--- src/rtl/alu_pkg.sv ---
// ---------------------------------------------------------------------------
// alu_pkg
//   Shared definitions for the ALU shift sequencer and the 1-bit shift unit
//   it drives.
//   - state_e    : sequencer FSM state encoding
//   - shift_op_e : shift-unit operation codes (A path and B path)
// ---------------------------------------------------------------------------
package alu_pkg;

    typedef enum logic [1:0] {
        IDLE  = 2'd0,
        ISSUE = 2'd1,
        WAIT  = 2'd2,
        DONE  = 2'd3
    } state_e;

    typedef enum logic [1:0] {
        SHR_A = 2'b00,
        SHL_A = 2'b01,
        SHR_B = 2'b10,
        SHL_B = 2'b11
    } shift_op_e;

endpackage : alu_pkg

--- src/rtl/alu_shift_sequencer.sv ---
// ---------------------------------------------------------------------------
// alu_shift_sequencer
//   Performs multi-bit logical shifts by driving a 1-bit shift unit once per
//   bit. Each iteration is an ISSUE cycle (enable pulse) followed by a WAIT
//   cycle in which the unit's registered result is captured and fed back as
//   the next operand. The final value is offered on a valid/ready result port.
//
//   Ports:
//     CLK, RST                      clock, async active-high reset
//     cmd_valid/cmd_ready           command handshake (ready only in IDLE)
//     cmd_operand/cmd_dir/cmd_amount  value, direction (1=left), bit count
//     unit_A/unit_B/unit_op/unit_enable  request to the shift unit
//     unit_out/unit_flag            shift-unit registered result and done
//     res_valid/res_ready           result handshake
//     res_data/res_err              shifted value, missing-done fault flag
// ---------------------------------------------------------------------------
module alu_shift_sequencer
    import alu_pkg::*;
#(
    parameter int width = 16,
    parameter int CNT_W = 4
) (
    input  logic             CLK,
    input  logic             RST,
    input  logic             cmd_valid,
    output logic             cmd_ready,
    input  logic [width-1:0] cmd_operand,
    input  logic             cmd_dir,
    input  logic [CNT_W-1:0] cmd_amount,
    output logic [width-1:0] unit_A,
    output logic [width-1:0] unit_B,
    output logic [1:0]       unit_op,
    output logic             unit_enable,
    input  logic [width-1:0] unit_out,
    input  logic             unit_flag,
    output logic             res_valid,
    input  logic             res_ready,
    output logic [width-1:0] res_data,
    output logic             res_err
);

    state_e           state_q, state_d;
    logic [width-1:0] opnd_q,  opnd_d;
    logic [CNT_W-1:0] cnt_q,   cnt_d;
    logic             dir_q,   dir_d;
    logic             err_q,   err_d;

    // NOTE: every signal assigned here gets a default first, so no path
    // through the case leaves one unassigned and no latch is inferred.
    always_comb begin
        state_d = state_q;
        opnd_d  = opnd_q;
        cnt_d   = cnt_q;
        dir_d   = dir_q;
        err_d   = err_q;
        unique case (state_q)
            IDLE: begin
                if (cmd_valid) begin
                    opnd_d  = cmd_operand;
                    dir_d   = cmd_dir;
                    cnt_d   = cmd_amount;
                    err_d   = 1'b0;
                    state_d = (cmd_amount == '0) ? DONE : ISSUE;
                end
            end
            ISSUE: state_d = WAIT;
            WAIT: begin
                if (unit_flag) begin
                    opnd_d  = unit_out;
                    // cnt_q is at least 1 here: ISSUE is only reached with a
                    // nonzero count, and the loop exits when it reaches 1.
                    cnt_d   = cnt_q - 1'b1;
                    state_d = (cnt_q == CNT_W'(1)) ? DONE : ISSUE;
                end else begin
                    // The unit failed to report completion; abandon the
                    // operation and report the partial result with an error.
                    err_d   = 1'b1;
                    state_d = DONE;
                end
            end
            DONE: begin
                if (res_ready) state_d = IDLE;
            end
            default: state_d = IDLE;
        endcase
    end

    // NOTE: sequential state uses non-blocking assignments so every flop
    // samples the pre-edge values of the others.
    always_ff @(posedge CLK or posedge RST) begin
        if (RST) begin
            state_q <= IDLE;
            opnd_q  <= '0;
            cnt_q   <= '0;
            dir_q   <= 1'b0;
            err_q   <= 1'b0;
        end else begin
            state_q <= state_d;
            opnd_q  <= opnd_d;
            cnt_q   <= cnt_d;
            dir_q   <= dir_d;
            err_q   <= err_d;
        end
    end

    // Outputs decode directly from registered state; the unit bus is held
    // at zero outside ISSUE to keep it quiet.
    assign cmd_ready   = (state_q == IDLE);
    assign unit_enable = (state_q == ISSUE);
    assign unit_A      = unit_enable ? opnd_q : '0;
    assign unit_B      = '0;
    assign unit_op     = unit_enable ? (dir_q ? SHL_A : SHR_A) : SHR_A;
    assign res_valid   = (state_q == DONE);
    assign res_data    = res_valid ? opnd_q : '0;
    assign res_err     = res_valid & err_q;

endmodule : alu_shift_sequencer
--- config.mk ---
export PLATFORM = sky130hd
export DESIGN_NAME = alu_shift_sequencer
export DESIGN_NICKNAME = d
export VERILOG_FILES = /design/src/rtl/alu_pkg.sv /design/src/rtl/alu_shift_sequencer.sv
export SDC_FILE = /design/constraint.sdc
export NUM_CORES = 1
export LEC_CHECK = 0
export BUFFER_PORTS_ARGS = -buffer_cell sky130_fd_sc_hd__clkbuf_2
export CORE_ASPECT_RATIO = 0.7
export CORE_MARGIN = 2
export CORE_UTILIZATION = 40
export CTS_CLUSTER_SIZE = 20
export DETAILED_ROUTE_END_ITERATION = 10
export PLACE_DENSITY = 0.74
export RECOVER_POWER = 50
export REMOVE_ABC_BUFFERS = 1
export SLEW_MARGIN = 25
export SYNTH_ARGS = -nofsm -noshare
export SYNTH_HDL_FRONTEND = slang
export SYNTH_SLANG_ARGS = --single-unit
--- constraint.sdc ---
create_clock -name CLK -period 2.05 [get_ports CLK]
set_clock_uncertainty 0.2 [all_clocks]
set_input_delay 0.5125 -clock CLK [delete_from_list [all_inputs] [get_ports CLK]]
set_output_delay 0.5125 -clock CLK [all_outputs]
set_load 0.03 [all_outputs]
==> impl_metrics.py, run 1 <==
metrics = {
    "outcome": {
        "status": "finished, final reports clean",
    },
    "sta": {
        "fmax_mhz": 496.5,
        "finalSetupTns_ps": 0,
        "post-route-period-util": 0.9826,
        "tightest_slew_ps": 1292,
        "hold_viol": 0,
        "setup_viol": 0,
        "fin_hold_ws_ps": 286.8,
        "relSlewSlack": 0.1386,
        "fin_crit_ps": 2014,
        "drv_slew": 0,
        "rsz0062_at_grt": "true",
    },
    "logic_synthesis": {
        "synth.yosys.warnings": 0,
        "synth-main-ff-cell": "dfrtp_1",
        "syn_area_per_cell_um2": 8.960,
        "synthesis.area_um2": 1667,
        "syn_inst": 186,
        "synth_edf_count": 0,
        "ys_ff_latch": 24,
        "yosysSeqAreaShare": 0.3604,
        "async_flop_share": 1.000,
        "yosysUniqueCellTypes": 30,
    },
    "worst_setup_path": {
        "required_ps": 1340,
        "slowest_delay_ps": 440,
        "setup.worst_path.start_class": "register",
        "critical_path.max_fanout": 8,
        "worst_setup_path_end_kind": "primary output",
        "cpMostUsedCell": "buf_4",
        "path_class": "register to primary output",
        "crit_chain": "buf_4 -> buf_4 -> and3_1 -> buf_2",
        "crit_path_top_delay_cell": "dfrtp_2",
        "arrival_ps": 1300,
    },
    "floorplanning": {
        "die_w_um": 81.15,
        "ios": 96,
        "die_h_um": 58.01,
        "dieArea_um2": 4707,
        "core_area_um2": 3970,
        "row_count": 19,
        "initial_core_util": 0.4198,
    },
    "final_layout": {
        "final_nets": 313,
        "fill_cells": 393,
        "n_antenna_cell": 0,
        "layout_commonest_cell": "clkbuf_2",
        "area.growth.synth_to_final_pct": 31.16,
        "drive_gt1_frac": 0.3806,
        "layout_common_cells": "clkbuf_2 (51), and3_1 (34), a21oi_1 (33), dfrtp_1 (23), buf_4 (22)",
    },
    "clocking": {
        "root_buffer": "clkbuf_8",
        "h-tree-depth": 1,
        "clockBufferDepth": 2,
        "cts_tree": "yes",
        "cts-buffers-inserted": 3,
        "clk_pin_slew_ps": 80,
        "clock-sinks": 24,
        "clk_latency_ps": 260,
    },
    "detailed_routing": {
        "first_pass_iters": 4,
        "routedWlPerCell_um": 13.35,
        "via_count": 1607,
        "drtIter0Drc": 104,
        "drt-vias-per-instance": 5.022,
        "drc": 0,
        "routed_wirelength_um": 4271,
        "antenna_left": 0,
    },
    "run": {
        "maxCapViolations": 0,
    },
    "global_routing": {
        "grt_pass1_vias": 1417,
        "grt.overflow.total": 0,
        "grt_pass1_wl_um": 6693,
        "grt_max_degree": 25,
        "antenna_found_initial": 0,
        "grt_usage": 0.1835,
    },
    "place": {
        "gp_congestion": 0.8018,
        "portBuffers": 78,
        "dp_hpwl_um": 3129,
    },
    "power": {
        "power_density_nw_per_um2": 1807,
        "peakVddDrop_mv": 1.036,
        "p_leak_nw": 1.213,
    },
    "min_path": {
        "hold_class": "input pin to register",
    },
}
-- final cells by class --
cell class	count	area, um^2	area share
inverter	8	33.78	0.01546
clock buffer	4	55.05	0.02519
tap	52	65.06	0.02977
timing repair buffer	95	574.3	0.2627
multi-input combinational	137	855.8	0.3915
sequential	24	601.8	0.2753
-- state kept, by name, summed over array words and instances, names as in the netlist --
signal	count
state_q	2
err_q	1
cnt_q	4
dir_q	1
opnd_q	16
-- final timing paths --
path	start	end	slack [ps]	cells past startpoint
setup / recovery	state_q[1]$_DFFE_PP0P_	res_data[0]	40	4
hold reg to reg	err_q$_DFFE_PP0P_	err_q$_DFFE_PP0P_	310	2
min in group asynchronous	RST	opnd_q[6]$_DFFE_PP0P_	440	3
max in group asynchronous	RST	state_q[1]$_DFFE_PP0P_	360	3
setup reg to reg	state_q[1]$_DFFE_PP0P_	opnd_q[11]$_DFFE_PP0P_	170	4
hold / removal	cmd_dir	dir_q$_DFFE_PP0P_	290	3
-- power by group --
group	internal (W)	switching, W	total, W
Sequential	0.000714	0.000172	0.000886
Clock	0.000171	0.000142	0.000313
Combinational	0.00104	0.00171	0.00275
Total	0.00193	0.00202	0.00395
-- routing by layer --
layer | part of all wire | track usage | vias up | wire length, um
li1 | - | - | 786 | -
met1 | 0.48 | 0.2684 | 754 | 2061
met2 | 0.45 | 0.2904 | 65 | 1943
met3 | 0.059 | 0.03738 | 2 | 251
met4 | 0.0033 | 0.02421 | 0 | 14
met5 | 0 | 0 | - | 0
-- critical path: cells and delay by family (launching register included) --
| family | cells | cell delay, ps |
|---|---|---|
| flip-flops | 1 | 440 |
| buffers and inverters | 3 | 450 |
| AND/OR/NAND/NOR | 1 | 140 |
-- kinds of logic (layout without fill, tap and decap cells) --
group / after synthesis / after routing / synth area share
AOI/OAI and AO/OA: 45 / 45 / 0.1502
other: 1 / 17 / 0.002250
adders and majority gates: 2 / 2 / 0.01501
and+or+nand+nor: 52 / 52 / 0.1802
buffers and inverters: 41 / 107 / 0.1629
DFF: 24 / 24 / 0.3604
muxes: 21 / 21 / 0.1291
-- per-stage QoR --
stage                     power [W]  cells  utilization  area, um^2  worst slack, ps
after global placement     0.003395    312       0.5134        2038            135.8
after global routing       0.004240    320       0.5506        2186           -24.42
after detailed placement   0.003442    312       0.5134        2038            83.21
after CTS                  0.003855    319       0.5405        2146            10.68
after floorplan            0.002601    169            -        1485           -378.5
final                      0.003949    320       0.5506        2186            35.73
-- repair_timing --
item,in CTS,in global routing
resized for setup,12,40
buffers inserted,3,1
setup endpoints to repair,26,19
pin swaps,0,0
hold buffers,0,0
-- synth_stat cells (4+ instances only) --
cell type / count / share of area
a21oi_1: 33 / 0.099
dfrtp_1: 24 / 0.36
clkbuf_1: 10 / 0.023
and3_1: 34 / 0.13
inv_1: 8 / 0.018
nor2_1: 4 / 0.0090
buf_6: 5 / 0.034
nand2_1: 7 / 0.016
buf_4: 17 / 0.077
mux2i_1: 20 / 0.12
No activity file was read; power rests on OpenSTA's default activity.
==> inputs of run 2 (changes only) <==
- CORE_ASPECT_RATIO: 0.7 -> 2
==> run 2 against run 1 <==
- clock power down 12%
- cell count shrank 1.6%
- via count grew 0.37%
- global-route usage rose by 0.97 points
- utilization shrank 2.6 points
- die area increased by 0.49%
- setup slack lost 8.9 ps
- cell area shrank 2.9%
==> impl_metrics.py, run 2 (same netlist as run 1, synthesis figures left out) <==
metrics = {
    "power": {
        "seqPwrFrac": 0.235,
        "clockPowerShare": 0.072,
        "p_leak_nw": 1.187,
        "p_sw_w": 0.002001,
        "swShare": 0.5249,
        "power_frac_comb": 0.693,
        "intPower_w": 0.001812,
        "peakVddDrop_mv": 0.7857,
        "power_density_nw_per_um2": 1797,
    },
    "sta": {
        "setup_viol": 0,
        "relSlewSlack": 0.1390,
        "tightest_slew_ps": 1292,
        "hold_viol": 0,
        "fin_crit_ps": 2023,
        "fin_hold_ws_ps": 274.8,
        "post-route-period-util": 0.9869,
        "drv_slew": 0,
        "fmax_mhz": 494.3,
    },
    "floorplanning": {
        "core_area_um2": 4046,
        "initial_core_util": 0.4119,
        "ios": 96,
        "row_count": 33,
        "die_w_um": 49.64,
        "dieArea_um2": 4730,
        "die_h_um": 95.29,
    },
    "place": {
        "dp_cells": 312,
        "gp_congestion": 0.8816,
        "portBuffers": 78,
        "dpl-instance-area_um2": 2038,
        "dp_hpwl_um": 3513,
    },
    "detailed_routing": {
        "antenna_left": 0,
        "routed_wirelength_um": 4533,
        "drtIter0Drc": 54,
        "first_pass_iters": 4,
        "drt-vias-per-instance": 5.121,
        "routedWlPerCell_um": 14.39,
        "drc": 0,
        "via_count": 1613,
    },
    "final_layout": {
        "n_antenna_cell": 0,
        "drive_gt1_frac": 0.3612,
        "regMostFlops": "opnd_q",
        "layout_commonest_cell": "clkbuf_2",
        "layout_common_cells": "clkbuf_2 (61), and3_1 (34), a21oi_1 (33), dfrtp_1 (23), mux2i_1 (20)",
        "stdcell_area_um2": 2122,
        "multiInputGateArea_um2": 852.1,
        "seq_area_um2": 601.8,
        "instances_no_fill": 315,
        "final_nets": 309,
        "area.growth.synth_to_final_pct": 27.33,
        "post-route-util": 0.5244,
        "largest_register_ffs": 16,
        "fill_cells": 423,
        "top_regs": "opnd_q: 16 flops, cnt_q: 4 flops, state_q: 2 flops",
    },
    "worst_setup_path": {
        "path_class": "register to primary output",
        "crit_chain": "inv_1 -> buf_4 -> and3_1 -> buf_4",
        "worst_setup_path_end_kind": "primary output",
        "setup.worst_path.start_class": "register",
        "r2r_slack_ps": 140,
        "arrival_ps": 1310,
        "critical_path.max_fanout": 8,
        "regToRegEndpoint": "opnd_q[3]$_DFFE_PP0P_",
        "r2r-start": "state_q[1]$_DFFE_PP0P_",
        "rr_worst_depth": 5,
        "cpMostUsedCell": "buf_4",
        "crit_path_top_delay_cell": "dfrtp_2",
        "cp_num_buf_inv": 3,
        "cp.depth": 4,
        "slowest_delay_ps": 450,
        "required_ps": 1340,
        "crit_family": "flip-flops",
    },
    "clocking": {
        "hold_buffers": 0,
        "h-tree-depth": 1,
        "cts_setup_buffers": 0,
        "root_buffer": "clkbuf_8",
        "cts-buffers-inserted": 3,
        "clk_pin_slew_ps": 80,
        "clk_latency_ps": 260,
        "clock-sinks": 24,
        "cts_tree": "yes",
        "clockBufferDepth": 2,
        "post_cts_resized": 0,
    },
    "global_routing": {
        "grt_max_degree": 25,
        "grt_pass1_wl_um": 7044,
        "grt.overflow.total": 0,
        "grt_usage": 0.1931,
        "grt_pass1_vias": 1554,
        "antenna_found_initial": 0,
    },
    "min_path": {
        "min_path_cells": 3,
        "hold_class": "input pin to register",
        "hold_path_end": "dir_q$_DFFE_PP0P_",
        "hold_start": "cmd_dir",
    },
    "run": {
        "maxCapViolations": 0,
    },
    "outcome": {
        "status": "finished, final reports clean",
    },
}
run 2: cell count changes in the layout (fill, tap and decap cells not counted), moves of 4 or more:
cell,delta
clkbuf_2,+10
buf_4,-7
buf_2,-5
clkbuf_4,-4
run 2: worst max-delay path by stage:
stage                           startpoint               endpoint  slack [ps]
global placement    state_q[1]$_DFFE_PP0P_             unit_op[0]         320
global route        state_q[1]$_DFFE_PP0P_              unit_A[8]         -30
finish              state_q[1]$_DFFE_PP0P_              unit_A[8]          30
detailed placement  state_q[1]$_DFFE_PP0P_  opnd_q[3]$_DFFE_PP0P_         250
floorplan           state_q[0]$_DFFE_PP0P_              res_valid        -380
CTS                 state_q[1]$_DFFE_PP0P_            res_data[4]           3
run 2: metal layers:
layer,vias up,track usage,share of wire
met4,0,0.1042,0.037
met5,-,0,0
met2,68,0.3633,0.57
met3,14,0.007837,0.045
met1,754,0.2129,0.35
li1,777,-,-
run 2: power groups by stage:
stage                     Clock, W  Sequential (W)  Combinational [W]
after global placement           0        0.000884            0.00252
after detailed placement         0        0.000894            0.00256
after floorplan                  0        0.000927            0.00167
after CTS                 0.000287        0.000884            0.00256
final                     0.000275        0.000897            0.00264
after global routing      0.000310        0.000930            0.00284
run 2: final cells by class:
class                           count  share of cell area
Inverter                            8             0.01415
Timing Repair Buffer               91              0.2506
Sequential cell                    24              0.2836
Tap cell                           52             0.03066
Multi-Input combinational cell    137              0.4015
Clock buffer                        3             0.01946
run 2: worst min-delay path: cells and delay by family:
| family | cells | cell delay (ps) |
|---|---|---|
| buffers and inverters | 1 | 80 |
| and+or+nand+nor | 2 | 120 |
run 2: stage by stage:
step / setup WS (ps) / total power [W] / TNS (ps)
floorplan: -378.5 / 0.002601 / -3437
global placement: 322.8 / 0.003399 / 0
detailed placement: 251.1 / 0.003457 / 0
CTS: 2.675 / 0.003735 / 0
global route: -26.26 / 0.004083 / -80.89
finish: 26.81 / 0.003813 / 0
